===== config.mk =====
export PLATFORM = sky130hd
export DESIGN_NAME = block_mac_2x2
export DESIGN_NICKNAME = d
export VERILOG_FILES = /design/src/rtl/block_mac_2x2.sv
export SDC_FILE = /design/constraint.sdc
export NUM_CORES = 2
export LEC_CHECK = 0
export CAP_MARGIN = 20
export CORE_MARGIN = 5
export CORE_UTILIZATION = 58
export CTS_BUF_LIST = sky130_fd_sc_hd__clkbuf_4
export DETAILED_ROUTE_END_ITERATION = 7
export GPL_TIMING_DRIVEN = 1
export PLACE_DENSITY = 0.82
export SETUP_SLACK_MARGIN = 0.1
export SYNTH_ARGS = -nofsm -noshare
export SYNTH_HDL_FRONTEND = slang
export SYNTH_SLANG_ARGS = --single-unit

===== constraint.sdc =====
create_clock -name clk -period 14.5 [get_ports clk]
set_clock_uncertainty 0.15 [all_clocks]
set_input_delay 3.625 -clock clk [delete_from_list [all_inputs] [get_ports clk]]
set_output_delay 3.625 -clock clk [all_outputs]
set_load 0.005 [all_outputs]

===== src/rtl/block_mac_2x2.sv =====
// Purpose: 2x2 block multiply-accumulate, C += A*B, one shared multiplier, accumulators persist across calls.
// Latency: 9 cycles from start sample in IDLE to the one-cycle done pulse; one op per 10 cycles.
// Backpressure: none; start is a level request, ignored while busy, and a held start yields one op.
//
// Ports:
//   clk, rst        clock (rising edge), synchronous active-high reset
//   start, acc_clr  level request / accumulator clear, both sampled only in IDLE
//   a_*, b_*        A and B block operands, latched on the accepted start
//   c_*             accumulator contents (registered)
//   busy, done      busy in CALC/DONE/HOLD; done pulses for one cycle after the 8th product
module block_mac_2x2 #(
  parameter int data_w = 32
) (
  input  logic              clk,
  input  logic              rst,
  input  logic              start,
  input  logic              acc_clr,
  input  logic [data_w-1:0] a_11,
  input  logic [data_w-1:0] a_12,
  input  logic [data_w-1:0] a_21,
  input  logic [data_w-1:0] a_22,
  input  logic [data_w-1:0] b_11,
  input  logic [data_w-1:0] b_12,
  input  logic [data_w-1:0] b_21,
  input  logic [data_w-1:0] b_22,
  output logic [data_w-1:0] c_11,
  output logic [data_w-1:0] c_12,
  output logic [data_w-1:0] c_21,
  output logic [data_w-1:0] c_22,
  output logic              busy,
  output logic              done
);

  typedef enum logic [1:0] {
    IDLE = 2'd0,
    CALC = 2'd1,
    DONE = 2'd2,
    HOLD = 2'd3
  } state_t;

  // Latched operand block, captured once so later input changes cannot disturb the op.
  typedef struct packed {
    logic [data_w-1:0] a_11;
    logic [data_w-1:0] a_12;
    logic [data_w-1:0] a_21;
    logic [data_w-1:0] a_22;
    logic [data_w-1:0] b_11;
    logic [data_w-1:0] b_12;
    logic [data_w-1:0] b_21;
    logic [data_w-1:0] b_22;
  } blk_t;

  state_t            state;
  state_t            state_nxt;
  logic [2:0]        s;
  blk_t              ops;
  logic [data_w-1:0] acc [4];
  logic [data_w-1:0] mul_a;
  logic [data_w-1:0] mul_b;
  logic [data_w-1:0] prod;
  logic [1:0]        acc_idx;

  // State register
  always_ff @(posedge clk) begin
    if (rst) state <= IDLE;
    else     state <= state_nxt;
  end

  // Next-state logic
  always_comb begin
    state_nxt = state;
    case (state)
      IDLE:    if (start) state_nxt = CALC;
      CALC:    if (s == 3'd7) state_nxt = DONE;
      DONE:    state_nxt = start ? HOLD : IDLE;
      HOLD:    if (!start) state_nxt = IDLE;
      default: state_nxt = IDLE;
    endcase
  end

  // Output logic
  always_comb begin
    busy = 1'b0;
    done = 1'b0;
    case (state)
      CALC:    busy = 1'b1;
      DONE:    begin busy = 1'b1; done = 1'b1; end
      HOLD:    busy = 1'b1;
      default: ;
    endcase
  end

  // Step s walks c11,c11,c12,c12,c21,c21,c22,c22: s[2] picks the A row,
  // s[1] the B column, s[0] the inner index k.
  always_comb begin
    mul_a = ops.a_11;
    mul_b = ops.b_11;
    case ({s[2], s[0]})
      2'b00:   mul_a = ops.a_11;
      2'b01:   mul_a = ops.a_12;
      2'b10:   mul_a = ops.a_21;
      default: mul_a = ops.a_22;
    endcase
    case ({s[0], s[1]})
      2'b00:   mul_b = ops.b_11;
      2'b01:   mul_b = ops.b_12;
      2'b10:   mul_b = ops.b_21;
      default: mul_b = ops.b_22;
    endcase
  end

  // Low data_w bits of the product; the accumulate wraps modulo 2^data_w.
  assign prod    = mul_a * mul_b;
  assign acc_idx = s[2:1];

  // Datapath: operand latch, accumulators and step counter
  always_ff @(posedge clk) begin
    if (rst) begin
      s   <= 3'd0;
      ops <= '0;
      for (int i = 0; i < 4; i++) acc[i] <= '0;
    end else begin
      case (state)
        IDLE: begin
          s <= 3'd0;
          if (start) begin
            ops.a_11 <= a_11;
            ops.a_12 <= a_12;
            ops.a_21 <= a_21;
            ops.a_22 <= a_22;
            ops.b_11 <= b_11;
            ops.b_12 <= b_12;
            ops.b_21 <= b_21;
            ops.b_22 <= b_22;
          end
          if (acc_clr) begin
            for (int i = 0; i < 4; i++) acc[i] <= '0;
          end
        end
        CALC: begin
          acc[acc_idx] <= acc[acc_idx] + prod;
          s            <= s + 3'd1;
        end
        default: ;
      endcase
    end
  end

  assign c_11 = acc[0];
  assign c_12 = acc[1];
  assign c_21 = acc[2];
  assign c_22 = acc[3];

endmodule


### Yosys cells after proc, flatten, opt, wreduce, memory -nomap -nowiden

Memory sizes are Yosys's and may differ from the RTL's. A register that Yosys moved wholly into a read port is not among the register bits.
Cells that the tools add are included.

| storage, ports and cells | value |
|---|---|
| bits in registers | 261 |
| RAM bits | 128 |
| input bits | 260 |
| output and inout bits | 130 |
| logic and storage cells | 65 |
| memories | 1 |

| cells by class | value |
|---|---|
| $add $sub $neg | 2 |
| $mul | 1 |
| equality and inequality tests | 11 |
| muxes and demuxes | 28 |
| bitwise gates (word level) | 4 |
| reductions and logical operators | 8 |

Memory list:

| memory | words | bits a word | read ports | clocked after Yosys merged registers in | write ports | line | source |
|---|---|---|---|---|---|---|---|
| acc | 4 | 32 | 5 | 1 | 4 | 57 | `logic [data_w-1:0] acc [4];` |

Operators by type and width:

| operator | number |
|---|---|
| 32-bit one-hot mux with 3 select lines | 2 |
| 32-bit two-way mux | 5 |
| 32-bit adder | 1 |
| 32-bit by 32-bit multiplier with 32-bit output | 1 |
| 32-bit OR reduction | 1 |
| 2-bit two-way mux | 7 |
| 1-bit two-way mux | 12 |
| 2-bit equality test (second input constant) | 4 |
| 2-bit one-hot mux with 4 select lines | 1 |
| 2-bit by 1-bit equality test with 1-bit output (second input constant) | 3 |
| 2-bit logical NOT | 3 |
| 2-bit inequality test (second input constant) | 3 |
| 3-bit one-hot mux with 2 select lines | 1 |
| 1-bit OR | 4 |
| 3-bit by 1-bit adder with 3-bit output (second input constant) | 1 |
| 3-bit equality test (second input constant) | 1 |
| 3-bit AND reduction | 1 |
| 3-bit OR reduction | 1 |
| 2-bit AND reduction | 1 |
| 2-bit nonzero test | 1 |

### Depth between registers and ports, before layout

| depth | value |
|---|---|
| depth after elaboration | 6 |
| gate-level depth with buffers | 39 |

### Worst setup path before layout

Ideal clock, no wire load.

| timing | value |
|---|---|
| path type | register -> register |
| from | register s[0] |
| to | memory acc[0][30], data pin |
| library setup time | 0.270 ns |
| arrival time | 8.678 ns |
| required time | 14.080 ns |
| setup slack | 5.402 ns |
| stages on the path, launching flop included | 37 |
| buffers on the path | 8 |
| period minus slack after synthesis | 9.098 ns |
| cells stage by stage | dfxtp_1 > buf_6 > buf_12 > buf_12 > buf_12 > buf_12 > inv_1 > ha_1 > buf_2 > buf_1 > a222oi_1 > a21oi_1 > clkbuf_1 > nand2_1 > fa_1 > inv_1 > fa_1 > inv_1 > fa_1 > fa_1 > fa_1 > fa_1 > inv_1 > fa_1 > inv_1 > fa_1 > inv_1 > ha_1 > a21o_1 > a21o_1 > a21o_1 > a211oi_1 > o21bai_1 > a22o_1 > o2111a_1 > a311oi_1 > nor2_1 |

RTL lines:

| item | line | source |
|---|---|---|
| start: declaration | 55 | `logic [2:0] s;` |
| start signal: assignment | 142 | `s <= s + 3'd1;` |
| end: declaration | 57 |  |

==> impl_metrics.ini <==
[layout]
final_nets = 4776
syn_to_final_growth_pct = 17.4
final_area_um2 = 38100
drive_above_1_share = 0.0722
final_common_cell = nand2_1
final_cells = 4778
mostFrequentLayoutCells = nand2_1 (852), inv_1 (515), fa_1 (438)

[critical_path]
required_ns = 14.93
cpMostUsedCell = fa_1
crit_path_end_kind = flop
r2r_start = s[0]$_SDFFE_PP0N_
startpoint_type = flop
r2r_slack_ns = 4.11
crit_type = flop to flop
slowest_delay_ns = 1.04
arrival_ns = 10.82
r2r_end = acc[2][30]$_SDFFCE_PN0P_
critPathMaxFanout = 58
r2r_cells = 29
cp_slowest_cell = dfxtp_4

[global_routing]
grt_max_degree = 106
grt-ovfl-total = 0
grt_usage = 0.346
first_global_vias = 28359
antenna_found_initial = 10
grt_pass1_wl_mm = 161

[timing]
rsz0062_at_grt = false
slew_violations = 0
period_needed_ns = 10.39
hold_ws_ns = 0.302
min_period_over_period = 0.717
fin_setup_tns_ns = 0
hold_viol = 0
timing.slew.headroom = 0.186
setup_violations = 0
max_freq_mhz = 96.2
worstMarginPinSlew_ns = 1.22

[pwr]
leakagePower_nw = 16.5
total_power_mw = 3.43
powerDensity_nw_per_um2 = 90.0
max-vdd-ir-drop_uv = 106

[place]
place_area_um2 = 36900
dp.cells = 4599
gp_congestion = 1.01
dp_hpwl_mm = 78.9
port_buffers = 389

[worst_hold_path]
hold_class = flop to flop
hp-start = ops[152]$_SDFFE_PP0P_
worst_hold_path.endpoint = ops[152]$_SDFFE_PP0P_
hold_path_depth = 2

[drt]
antenna_left = 0
dr_total_vias = 27585
wirelength_mm = 104
wl_per_cell_um = 21.9
first_pass_iters = 8
vias_per_cell = 5.77
drcViolationCount = 31
drt_iter0_drc = 2747

[cts]
clockBufferDepth = 3
cts_resized = 0
cts_tree = done
cts_root_buf = clkbuf_4
cts_hold_buf = 0
insertion_delay_ns = 0.90
cts.sinks = 391
htreeDepth = 3
clk_pin_slew_ns = 0.07
cts_buffers = 95
post_cts_buffers = 0

[floorplan]
io_pins = 390
die_h_um = 247
die_area_um2 = 60800
core-area_um2 = 55300
initial_core_util = 0.587
die_x_um = 247
rows = 86

[yosys]
ys.flop_type = dfxtp_1
syn_nets = 4433
synth_warnings = 0
synth.distinct_cells = 63
synth-seq-cells = 391
synthArstFlopShare = 0
synth_edf_count = 128
syn_area_um2 = 32500
syn-instance-count = 3606
synth.avg_cell_area_um2 = 9.00
ys_seq_area_frac = 0.281

[status]
status = finished, violations left
violations = DRC

[flow_run]
maxCapViolCount = 0
## synth_stat cells (all sizes together), types with 3 or more instances
cell type / number / area, µm²
nand2: 853 / 3200
inv: 516 / 1940
fa: 438 / 8770
nor2: 387 / 1460
a21oi: 294 / 1470
dfxtp: 263 / 5270
clkbuf: 168 / 631
ha: 129 / 1610
edfxtp: 128 / 3840
mux2i: 51 / 534
mux4: 45 / 1030
xnor2: 45 / 417
buf: 29 / 209
and2: 27 / 169
o21ai: 26 / 130
nor2b: 21 / 131
xor2: 21 / 184
a22oi: 18 / 135
a21o: 17 / 128
a222oi: 14 / 140
o21a: 12 / 90.1
mux2: 11 / 128
nand2b: 11 / 68.8
xnor3: 11 / 249
a31o: 9 / 78.8
a31oi: 9 / 62.6
a211oi: 6 / 45.0
nand3: 6 / 30.0
or2: 6 / 37.5
o21bai: 5 / 37.5
o211ai: 4 / 30.0
a22o: 3 / 26.3
## final cells by class
cell class	count	area [µm²]
well taps	748	936
multi-input cells	2502	20600
diodes	12	30.0
fillers	4219	17200
flip-flops and latches	391	9110
repair buffers	443	4300
inverters	516	1940
clock inverters	31	169
clock buffers	135	1010
## sequential cells by signal (all words and copies together), names as in the netlist, named ones only
name,count
ops,256
acc,128
state,2
s,3
## worst max path at each step
| stage | cells past startpoint | startpoint | to | slack (ns) |
|---|---|---|---|---|
| 5_1_grt | 27 | s[0]$_SDFFE_PP0N_ | acc[1][30]$_SDFFCE_PN0P_ | 3.59 |
| 2_1_floorplan | 36 | s[0]$_SDFFE_PP0N_ | acc[0][30]$_SDFFCE_PN0P_ | 5.40 |
| 4_1_cts | 29 | s[0]$_SDFFE_PP0N_ | acc[2][30]$_SDFFCE_PN0P_ | 4.22 |
| 6_report | 29 | s[0]$_SDFFE_PP0N_ | acc[2][30]$_SDFFCE_PN0P_ | 4.11 |
| 3_3_place_gp | 29 | s[0]$_SDFFE_PP0N_ | acc[1][30]$_SDFFCE_PN0P_ | 4.49 |
| 3_5_place_dp | 29 | s[0]$_SDFFE_PP0N_ | acc[2][30]$_SDFFCE_PN0P_ | 4.28 |
## cells by family after synthesis
group | Yosys count | synth area share
AO/OA/AOI/OAI | 430 | 0.0768
XOR/XNOR | 77 | 0.0262
adder cells (fa/ha/maj) | 567 | 0.320
buffers and inverters | 713 | 0.0855
flip-flops | 391 | 0.281
multiplexers | 107 | 0.0522
AND/OR/NAND/NOR | 1321 | 0.159
## critical path, delay by kind of cell (launching register included)
family          cells  cell delay, ns
compound gates      5            2.37
fa+ha+maj          10            4.62
buf+inv             8            0.72
flops               1            1.04
simple gates        6            1.16
## layer usage
metal	GRT usage	vias to the layer above	routed length, µm
met1	0.441	13430	38200
met4	0.173	2	5970
met5	0	-	13
li1	-	11970	-
met2	0.537	1780	47300
met3	0.107	403	13000
## metrics by stage
stage	util	setup slack (ns)
after detailed placement	0.667	4.28
after global routing	0.689	3.59
after global placement	0.667	4.49
final	0.689	4.11
after floorplan	-	5.40
after CTS	0.689	4.22
## where the power goes
part	internal, mW	leakage (nW)	switching [mW]
registers	1.21	3.55	0.0491
logic	0.497	12.2	0.766
clock network	0.449	0.703	0.465
total	2.15	16.5	1.28
Power figures use the tool's default switching activity.
